===== config.mk =====
export PLATFORM = sky130hd
export DESIGN_NAME = fetch_unit
export DESIGN_NICKNAME = d
export VERILOG_FILES = /design/src/rtl/fetch_unit.sv
export SDC_FILE = /design/constraint.sdc
export NUM_CORES = 1
export LEC_CHECK = 0
export ABC_AREA = 1
export ABC_CLOCK_PERIOD_IN_PS = 4300
export BUFFER_PORTS_ARGS = -buffer_cell sky130_fd_sc_hd__buf_4
export CAP_MARGIN = 5
export CORE_ASPECT_RATIO = 1.2
export CORE_MARGIN = 4
export CORE_UTILIZATION = 40
export DETAILED_ROUTE_END_ITERATION = 6
export MAX_ROUTING_LAYER = met4
export PLACE_DENSITY_LB_ADDON = 0.08
export SLEW_MARGIN = 10
export SYNTH_ARGS = -nofsm -noshare
export SYNTH_HDL_FRONTEND = slang
export SYNTH_SLANG_ARGS = --single-unit

===== constraint.sdc =====
create_clock -name CLK -period 4.3 [get_ports CLK]
set_input_delay 0.86 -clock CLK [delete_from_list [all_inputs] [get_ports CLK]]
set_output_delay 0.86 -clock CLK [all_outputs]
set_load 0.03 [all_outputs]

===== src/rtl/fetch_unit.sv =====
// Program counter and fetch sequencer: IDLE/RUN/HALTED control of the instruction ROM address.
// Optional retired-fetch counter on InstrCount when FETCH_PERF_EN is defined.
module fetch_unit #(
  parameter int unsigned    PC_W     = 8,
  parameter logic [PC_W-1:0] RESET_PC = '0
) (
  input  logic            CLK,
  input  logic            Reset,
  input  logic            Start,
  input  logic [PC_W-1:0] StartAddr,
  input  logic            BranchEn,
  input  logic            BranchAbs,
  input  logic [PC_W-1:0] Target,
  input  logic            Stall,
  input  logic            HaltIn,
  output logic [PC_W-1:0] InstrAddress,
  output logic            Running,
  output logic            Done
`ifdef FETCH_PERF_EN
  ,
  output logic [15:0]     InstrCount
`endif
);

  typedef enum logic [1:0] {
    IDLE   = 2'd0,
    RUN    = 2'd1,
    HALTED = 2'd2
  } state_t;

  state_t          state;
  logic [PC_W-1:0] pc;

  assign InstrAddress = pc;

  // Sequencer: state, PC and the registered Running/Done decodes move together.
  always_ff @(posedge CLK) begin
    if (Reset) begin
      state   <= IDLE;
      pc      <= RESET_PC;
      Running <= 1'b0;
      Done    <= 1'b0;
    end else begin
      case (state)
        IDLE, HALTED: begin
          if (Start) begin
            state   <= RUN;
            pc      <= StartAddr;
            Running <= 1'b1;
            Done    <= 1'b0;
          end
        end
        RUN: begin
          if (Start) begin
            pc <= StartAddr;
          end else if (HaltIn) begin
            state   <= HALTED;
            Running <= 1'b0;
            Done    <= 1'b1;
          end else if (!Stall) begin
            if (BranchEn && BranchAbs) begin
              pc <= Target;
            end else if (BranchEn) begin
              // Offset is already PC_W wide, so a same-width add is the sign-extended sum mod 2^PC_W.
              pc <= PC_W'(pc + Target);
            end else begin
              pc <= PC_W'(pc + PC_W'(1));
            end
          end
        end
        default: begin
          state   <= IDLE;
          pc      <= RESET_PC;
          Running <= 1'b0;
          Done    <= 1'b0;
        end
      endcase
    end
  end

`ifdef FETCH_PERF_EN
  logic fetch_adv;

  assign fetch_adv = (state == RUN) && !Start && !HaltIn && !Stall;

  // Saturating count of RUN cycles in which the PC stepped or branched.
  always_ff @(posedge CLK) begin
    if (Reset || Start) begin
      InstrCount <= 16'h0000;
    end else if (fetch_adv && (InstrCount != 16'hFFFF)) begin
      InstrCount <= InstrCount + 16'h0001;
    end
  end
`endif

endmodule


==> results of run 1 <==
[logic make-up (layout without fill, tap and decap cells)]
group | count (synthesis) | count (layout) | share of synthesized area (%)
XOR/XNOR | 1 | 1 | 0.848
AO/OA/AOI/OAI | 22 | 22 | 13.6
buffers and inverters | 28 | 61 | 11.5
AND/OR/NAND/NOR | 104 | 104 | 42.4
flip-flops | 11 | 11 | 21.3
adder cells (fa/ha/maj) | 8 | 8 | 10.4
[sequential cells by signal, indices dropped and copies added (netlist names)]
signal        cells
Done              1
InstrAddress      8
Running           1
state             1
[power groups by stage]
stage / Sequential, mW / Clock [mW] / Combinational [mW]
floorplan: 0.148 / 0 / 0.0985
global placement: 0.130 / 0 / 0.169
detailed placement: 0.130 / 0 / 0.171
CTS: 0.128 / 0.0739 / 0.172
global route: 0.130 / 0.0800 / 0.192
finish: 0.128 / 0.0708 / 0.171
[metrics by stage]
step                power, mW  worst slack (ns)  cells  util [%]  cell area (um^2)
floorplan               0.247              1.85    174         -              1030
global placement        0.299              1.78    234      54.2              1290
detailed placement      0.301              1.73    234      54.2              1290
CTS                     0.374              2.01    238      55.3              1310
global route            0.402              1.80    238      55.3              1310
finish                  0.369              2.02    238      55.3              1310
[metal layers]
layer / vias to the layer above / part of all wire, %
met5: - / 0
met4: 0 / 1.7
met3: 5 / 3.7
met2: 23 / 49
met1: 477 / 45
li1: 611 / -
[critical path: cells and delay by family]
kind            cells  cell delay, ns
simple gates        9            0.75
fa+ha+maj           2            0.51
buf+inv             3            0.27
compound gates      1            0.11
[layout by cell type (no fill, tap or decap)]
cell type	n
o21ai_0	2
nand2_4	1
or2_2	4
a22o_1	1
ha_1	7
xor2_1	1
nand2_1	67
o31ai_1	2
a21oi_1	14
fa_1	1
dfxtp_1	11
clkbuf_4	3
clkbuf_1	1
nand3_1	10
a21o_1	1
inv_2	2
inv_1	23
buf_4	32
nand2_2	1
nor2_1	18
nand3b_1	2
o21ai_2	1
nor2_4	1
o22ai_4	1
[final timing paths]
path                    from              end  slack [ns]
max                 BranchEn  InstrAddress[4]        2.02
min                  Running          Running        0.47
max reg2reg  InstrAddress[0]  InstrAddress[4]        2.42
min reg2reg          Running          Running        0.47
[layout make-up]
class / instances / share of cell area (%)
Clock buffer: 4 / 2.00
Tap cell: 31 / 2.95
Sequential cell: 11 / 16.8
Multi-Input combinational cell: 135 / 52.9
Inverter: 25 / 7.14
Timing Repair Buffer: 32 / 18.3
==> flow_summary.json, run 1 <==
{
  "yosys.area.top_type_share_pct": 24.3,
  "slowest_stage": "fa_1",
  "antenna_cells": 0,
  "yosys_most_used_dff": "dfxtp_1",
  "path_class": "in2reg",
  "synth-edff-count": 0,
  "drtPass1Iterations": 4,
  "p_leak_nw": 0.760,
  "power.density_nw_per_um2": 281,
  "ys_types": 24,
  "drtIter0Drc": 18,
  "syn_area_per_cell_um2": 5.94,
  "clk_pin_slew_ns": 0.07,
  "gr-total-overflow": 0,
  "synth_top_area_cell": "nand2_1",
  "initial_core_util_pct": 43.5,
  "swShare_pct": 40.1,
  "whs_path_depth": 2,
  "crit_arrival_ns": 2.49,
  "chipWidth_um": 54.4,
  "drcViolationCount": 0,
  "routed_via_density": 4.69,
  "synthTopCellsByArea": "nand2_1, dfxtp_1, ha_1",
  "cts_made_buffers": 3,
  "post_cts_buffers": 0,
  "grt_pass1_wl_um": 4250,
  "coreArea_um2": 2380,
  "critPathCaptureType": "flip-flop",
  "p_switching_uw": 148,
  "grt_pass1_vias": 1055,
  "ys_top_cells_by_count": "nand2_1, inv_1, nor2_1",
  "clock_sinks": 11,
  "setup.worst_path.start_class": "input pin",
  "ff2ff_path_depth": 13,
  "drive_gt1_share_pct": 22.2,
  "vias": 1116,
  "clkPwrFrac_pct": 19.2,
  "syn_nets": 205,
  "post_cts_resized": 0,
  "gp_congestion": 0.803,
  "hold_viol": 0,
  "status": "finished, final reports clean",
  "rsz0062_at_grt": "no",
  "comb_power_share_pct": 46.2,
  "grt_max_degree": 16,
  "yosysWarnings": 0,
  "cts_tree": "yes",
  "peakVddDrop_v": 0.000227,
  "critical_path.cell_chain": "buf_4 -> nand2_1 -> ha_1 -> inv_1 -> fa_1 -> inv_1 -> nand2_1 -> nand2_1 -> nand2_1 -> or2_2 -> nand3_1 -> nand2_1 -> nand2_1 -> nand2_1 -> a21oi_1",
  "fmax_ghz": 0.438,
  "grt_usage_pct": 16.7,
  "grt_busiest_layer": "met2",
  "use_met2_pct": 27.1,
  "clk_latency_ns": 0.27,
  "fp-row-count": 19,
  "routedWlPerCell_um": 10.7,
  "yosysMostFrequentCell": "nand2_1",
  "crit_required_ns": 4.51,
  "antenna_found_initial": 0,
  "layout_min_cycle_time_ns": 2.28,
  "worstPathMaxFanout": 9,
  "max-cap-violations": 0,
  "holdWs_ns": 0.466,
  "cts_hold_buffers": 0,
  "fp.dieH_um": 63.7,
  "min_path_type": "reg2reg",
  "ant_nets": 0,
  "internal_power_uw": 221,
  "max_stage_delay_ns": 0.35,
  "hpwl_um": 2090,
  "slew_violations": 0,
  "syn_inst": 174,
  "pwr-share-seq_pct": 34.6,
  "seq_area_um2": 220,
  "synth-seq-cells": 11,
  "finalClockSkew_ns": 0.000397,
  "finalCritPeriodShare_pct": 53.1,
  "finalSetupViolCount": 0,
  "max-slew-margin-rel_pct": 78.2,
  "num-nets-final": 239,
  "worst_pin_slew_ns": 0.328,
  "setup_tns_ns": 0,
  "h-tree-depth": 1,
  "clockBufferDepth": 2,
  "syn_area_um2": 1030,
  "area_delta_synth_final_pct": 27.1,
  "use_met3_pct": 2.12,
  "totalWireLength_um": 2540,
  "crit_path_frequent_cell": "nand2_1",
  "port_buffers": 32,
  "die-area_um2": 3460,
  "yosysSeqAreaShare_pct": 21.3,
  "grt.met1_usage_pct": 20.0,
  "postSynth.asyncResetShare_pct": 0,
  "multiInputGateArea_um2": 694,
  "fill_cells": 248,
  "pin_count": 33,
  "cts_root_buf": "clkbuf_4"
}
Note: power is estimated with default switching activity, not from simulation.
==> run 2, diff against run 1 <==
Settings changed: ABC_AREA 1 to 0, ABC_CLOCK_PERIOD_IN_PS 4300 to 2060.
Clock period 4.3 ns to 2.06 ns, I/O delays scaled along.
==> run 2 against run 1 <==
Net effect:
- clock skew is 0.0040 ns higher
- routed wire length grew 9.5%
- sequential share of layout area up 0.080 points
- sequential power grew 93%
- final area decreased by 0.48%
- flip-flop and latch count did not move
- synthesized cell count is 25% lower
- power is 75% higher
- cell count is 18% lower
- critical path type is now reg2reg
- largest cell class unchanged
- largest power group is now registers
- highest routed layer unchanged
==> flow_summary.json, run 2 <==
{
  "layout_commonest_cell": "buf_4",
  "synth-edff-count": 0,
  "yosys_most_used_dff": "dfxtp_1",
  "r2r_start": "state[0]",
  "placed_cells": 191,
  "syn_nets": 162,
  "max-cap-violations": 0,
  "vias": 1078,
  "post_cts_resized": 0,
  "p_leak_nw": 0.628,
  "design_area_um2": 1310,
  "antenna_cells": 0,
  "crit_arrival_ns": 2.08,
  "layout_min_cycle_time_ns": 1.85,
  "cts_hold_buffers": 0,
  "grt_pass1_wl_um": 4610,
  "post_cts_buffers": 0,
  "path_class": "reg2reg",
  "ant_nets": 0,
  "setup.worst_path.start_class": "flip-flop",
  "max-slew-margin-rel_pct": 71.7,
  "status": "finished, final reports clean",
  "path_buf_inv": 0,
  "grt_pass1_vias": 1029,
  "syn_area_um2": 1010,
  "post_dp_cell_area_um2": 1280,
  "pin_count": 33,
  "cts_made_buffers": 3,
  "finalCritPeriodShare_pct": 89.6,
  "totalWireLength_um": 2780,
  "synthTopCellsByArea": "dfxtp_1, ha_1, nand2_1",
  "clk_latency_ns": 0.28,
  "chipWidth_um": 53.8,
  "h-tree-depth": 1,
  "initial_core_util_pct": 42.8,
  "rsz0062_at_grt": "no",
  "area_delta_synth_final_pct": 29.7,
  "final_util_pct": 55.6,
  "cts_root_buf": "clkbuf_4",
  "setup_tns_ns": 0,
  "fin_cells": 195,
  "gr-total-overflow": 0,
  "crit_required_ns": 2.29,
  "power.density_nw_per_um2": 494,
  "synth-seq-cells": 11,
  "finalSetupViolCount": 0,
  "drtPass1Iterations": 5,
  "critPathCaptureType": "flip-flop",
  "cts_tree": "yes",
  "fp-row-count": 19,
  "crit_start": "state[0]",
  "slowest_stage": "dfxtp_1",
  "routed_via_density": 5.53,
  "grt_usage_pct": 18.6,
  "clk_pin_slew_ns": 0.08,
  "power.total_uw": 646,
  "drive_gt1_share_pct": 26.2,
  "slew_violations": 0,
  "hold_viol": 0,
  "fmax_ghz": 0.542,
  "antenna_found_initial": 0,
  "peakVddDrop_v": 0.000515,
  "min_path_type": "in2reg",
  "clock_sinks": 11,
  "routedWlPerCell_um": 14.3,
  "hold_start": "Reset",
  "worst_pin_slew_ns": 0.421,
  "syn_inst": 131,
  "worstPathMaxFanout": 12,
  "critical_path.cell_chain": "nor3b_1 -> o31ai_1 -> or4_1 -> o22ai_1 -> a41o_1",
  "die-area_um2": 3390,
  "clockBufferDepth": 2,
  "yosysWarnings": 0,
  "yosys.area.top_type_share_pct": 21.8,
  "grt_max_degree": 13,
  "coreArea_um2": 2350,
  "port_buffers": 32,
  "drcViolationCount": 0,
  "max_stage_delay_ns": 0.58,
  "layout_common_cells": "buf_4, nand2_1, dfxtp_1, a21oi_1",
  "cp_top_family": "simple AND/OR/NAND/NOR gates",
  "postSynth.asyncResetShare_pct": 0,
  "yosysSeqAreaShare_pct": 21.8,
  "yosysMostFrequentCell": "nand2_1",
  "finalClockSkew_ns": 0.00445,
  "syn_area_per_cell_um2": 7.70,
  "ys_top_cells_by_count": "nand2_1, dfxtp_1, a21oi_1",
  "ys_types": 44,
  "hpwl_um": 2230,
  "fp.dieH_um": 63.0,
  "num-nets-final": 196,
  "synth_top_area_cell": "dfxtp_1",
  "largest_reg_flops": 8,
  "gp_congestion": 0.946,
  "drtIter0Drc": 34
}
[run 2: cell count changes after synthesis, sizes merged, moves of 4 or more]
cell / delta
nand3: -7
nor2: -10
o21ai: +6
and2: +7
inv: -17
mux2i: +4
nand2: -55
[run 2: cells by family after synthesis]
group,after synthesis,share of synthesized area [%]
AOI/OAI and AO/OA,44,30.4
xor gates and xnor gates,3,2.61
adders and majority gates,8,10.7
buffers and inverters,14,5.83
DFF,11,21.8
muxes,4,3.97
and+or+nand+nor,47,24.7
[run 2: final timing paths]
check / end / slack [ns] / depth (start not counted)
setup / recovery: InstrAddress[6] / 0.21 / 5
hold / removal: InstrAddress[1] / 0.39 / 2
setup reg to reg: InstrAddress[6] / 0.21 / 5
hold reg to reg: InstrAddress[3] / 0.53 / 2
[run 2: cell type report]
class	count	area [um^2]
clock buffer	4	26.3
sequential	11	220
fill	235	1050
tap	31	38.8
inverter	8	30.0
timing repair buffer	35	263
multi-input combinational	106	729
[run 2: per-layer routing]
| layer | track usage [%] | wire length (um) | vias up |
|---|---|---|---|
| met5 | - | 0 | - |
| met4 | 6.71 | 38 | 0 |
| met3 | 3.10 | 115 | 4 |
| met2 | 30.2 | 1420 | 24 |
| met1 | 22.4 | 1210 | 500 |
| li1 | - | - | 550 |
[run 2: through the flow]
step | worst slack [ns] | hold slack, ns
after floorplan | 0.0704 | 0.610
after global placement | 0.0362 | 0.510
after detailed placement | -0.0470 | 0.518
after CTS | 0.225 | 0.382
after global routing | 0.0679 | 0.397
final | 0.215 | 0.392
[run 2: power by group]
part           switching, mW  internal [mW]  leakage (nW)  total (mW)
logic                  0.124          0.114         0.522       0.238
registers             0.0190          0.228        0.0909       0.247
clock network         0.0860         0.0753        0.0150       0.161
[run 2: worst register-to-register path: cells and delay by family, from the launching register on]
family | cells | cell delay, ns
AOI/OAI and AO/OA | 3 | 0.40
DFF | 1 | 0.58
and+or+nand+nor | 2 | 0.83
==> run 3, diff against run 2 <==
Settings changed: ABC_CLOCK_PERIOD_IN_PS 2060 to 2400.
Clock period 2.06 ns to 2.4 ns, I/O delays scaled along.
==> run 3 against run 2 <==
Net effect:
- critical path depth up 3
- sequential share of layout area up 0.30 points
- routed wire length up 1.0%
- worst hold slack better by 0.083 ns
- cell count down 1.5%
- clock skew up 0.0018 ns
- register-to-register slack better by 0.33 ns
- worst setup slack better by 0.30 ns
- first-iteration DRC count down 18%
- final area down 1.7%
- flip-flop and latch count unchanged
- critical path type is now in2reg
==> flow_summary.json, run 3 (same netlist as run 2, synthesis figures left out) <==
{
  "dp_slack_ns": 0.234,
  "critical_path.cell_chain": "buf_4 -> and2_1 -> ha_1 -> nor2b_1 -> o31a_1 -> o22ai_1 -> o22ai_1 -> a41o_1",
  "drcViolationCount": 0,
  "cts_hold_buffers": 0,
  "die-area_um2": 3390,
  "grt_pass1_vias": 1033,
  "drive_gt1_share_pct": 24.8,
  "path_class": "in2reg",
  "peakVddDrop_v": 0.000319,
  "setup_tns_ns": 0,
  "cts_made_buffers": 3,
  "gp_congestion": 0.942,
  "drtPass1Iterations": 4,
  "final_util_pct": 54.6,
  "worstPathMaxFanout": 11,
  "routed_via_density": 5.66,
  "finalCritPeriodShare_pct": 78.7,
  "comb_power_share_pct": 36.4,
  "clock_sinks": 11,
  "pwr-share-seq_pct": 39.1,
  "cts_root_buf": "clkbuf_4",
  "gr-total-overflow": 0,
  "layout_min_cycle_time_ns": 1.89,
  "coreArea_um2": 2350,
  "hpwl_um": 2240,
  "fmax_ghz": 0.530,
  "post_cts_buffers": 0,
  "routedWlPerCell_um": 14.6,
  "crit_required_ns": 2.56,
  "grt_usage_pct": 18.0,
  "fp-row-count": 19,
  "finalSetupViolCount": 0,
  "clkPwrFrac_pct": 24.5,
  "r2r_start": "state[0]",
  "fp.dieH_um": 63.0,
  "internal_power_uw": 351,
  "post_cts_resized": 0,
  "antenna_found_initial": 0,
  "final.setup.worst_slack_ns": 0.511,
  "layout_common_cells": "buf_4, nand2_1, dfxtp_1, a21oi_1",
  "max-cap-violations": 0,
  "post_dp_cell_area_um2": 1260,
  "hold_start": "Reset",
  "clockBufferDepth": 2,
  "clk_latency_ns": 0.27,
  "power.total_uw": 543,
  "pin_count": 33,
  "largest_reg_flops": 8,
  "crit_start": "BranchEn",
  "crit_path_frequent_cell": "o22ai_1",
  "slew_violations": 0,
  "chipWidth_um": 53.8,
  "rsz0062_at_grt": "no",
  "p_switching_uw": 192,
  "power.density_nw_per_um2": 422,
  "hold_viol": 0,
  "cts_tree": "yes",
  "layout_commonest_cell": "buf_4",
  "design_area_um2": 1280,
  "max_stage_delay_ns": 0.33,
  "status": "finished, final reports clean",
  "worst_pin_slew_ns": 0.434,
  "clk_pin_slew_ns": 0.08,
  "grt_pass1_wl_um": 4600,
  "grt_max_degree": 13,
  "h-tree-depth": 1,
  "area_delta_synth_final_pct": 27.4,
  "vias": 1086,
  "crit_arrival_ns": 2.05,
  "port_buffers": 32,
  "min_path_type": "in2reg",
  "slowest_stage": "ha_1",
  "ant_nets": 0,
  "swShare_pct": 35.3,
  "drtIter0Drc": 28,
  "totalWireLength_um": 2810,
  "setup.worst_path.start_class": "input pin",
  "max-slew-margin-rel_pct": 70.8,
  "p_leak_nw": 0.613,
  "antenna_cells": 0,
  "critPathCaptureType": "flip-flop",
  "finalClockSkew_ns": 0.00627,
  "initial_core_util_pct": 42.8,
  "num-nets-final": 193
}
==> run 3: cell types whose count changed in the layout (fill, tap and decap cells not counted), sizes merged <==
cell and change:
buf -3
==> run 3: critical path, delay by kind of cell <==
family,cells,cell delay (ns)
buffers and inverters,1,0.15
and+or+nand+nor,2,0.30
AOI/OAI and AO/OA,4,0.80
adders and majority gates,1,0.33
==> run 3: stage by stage <==
stage | std cells | hold WS (ns)
after floorplan | 131 | 0.620
after global placement | 188 | 0.510
after detailed placement | 188 | 0.526
after CTS | 192 | 0.472
after global routing | 192 | 0.477
final | 192 | 0.475
==> run 3: worst paths after layout <==
kind | end | slack (ns) | depth (start not counted)
max | InstrAddress[6] | 0.51 | 8
min | InstrAddress[1] | 0.48 | 2
max reg2reg | InstrAddress[7] | 0.54 | 5
min reg2reg | Running | 0.53 | 2
==> run 3: metal layers <==
metal  up-vias  part of all wire [%]  global-route usage [%]
li1        545                     -                       -
met1       504                    42                    21.5
met2        35                    53                    30.6
met3         2                   5.0                    2.39
met4         0                  0.43                    4.79
met5         -                     0                       -
==> run 3: layout make-up <==
cell class / instances / area, um^2
Tap cell: 31 / 38.8
Clock buffer: 4 / 26.3
Multi-Input combinational cell: 106 / 729
Sequential cell: 11 / 220
Timing Repair Buffer: 32 / 240
Fill cell: 237 / 1070
Inverter: 8 / 30.0
==> run 3: power groups by stage <==
stage | sequential, mW | combinational, mW | clock, mW
4_1_cts | 0.212 | 0.198 | 0.136
5_1_grt | 0.214 | 0.217 | 0.146
6_report | 0.212 | 0.197 | 0.133
3_3_place_gp | 0.216 | 0.192 | 0
3_5_place_dp | 0.216 | 0.196 | 0
2_1_floorplan | 0.232 | 0.106 | 0
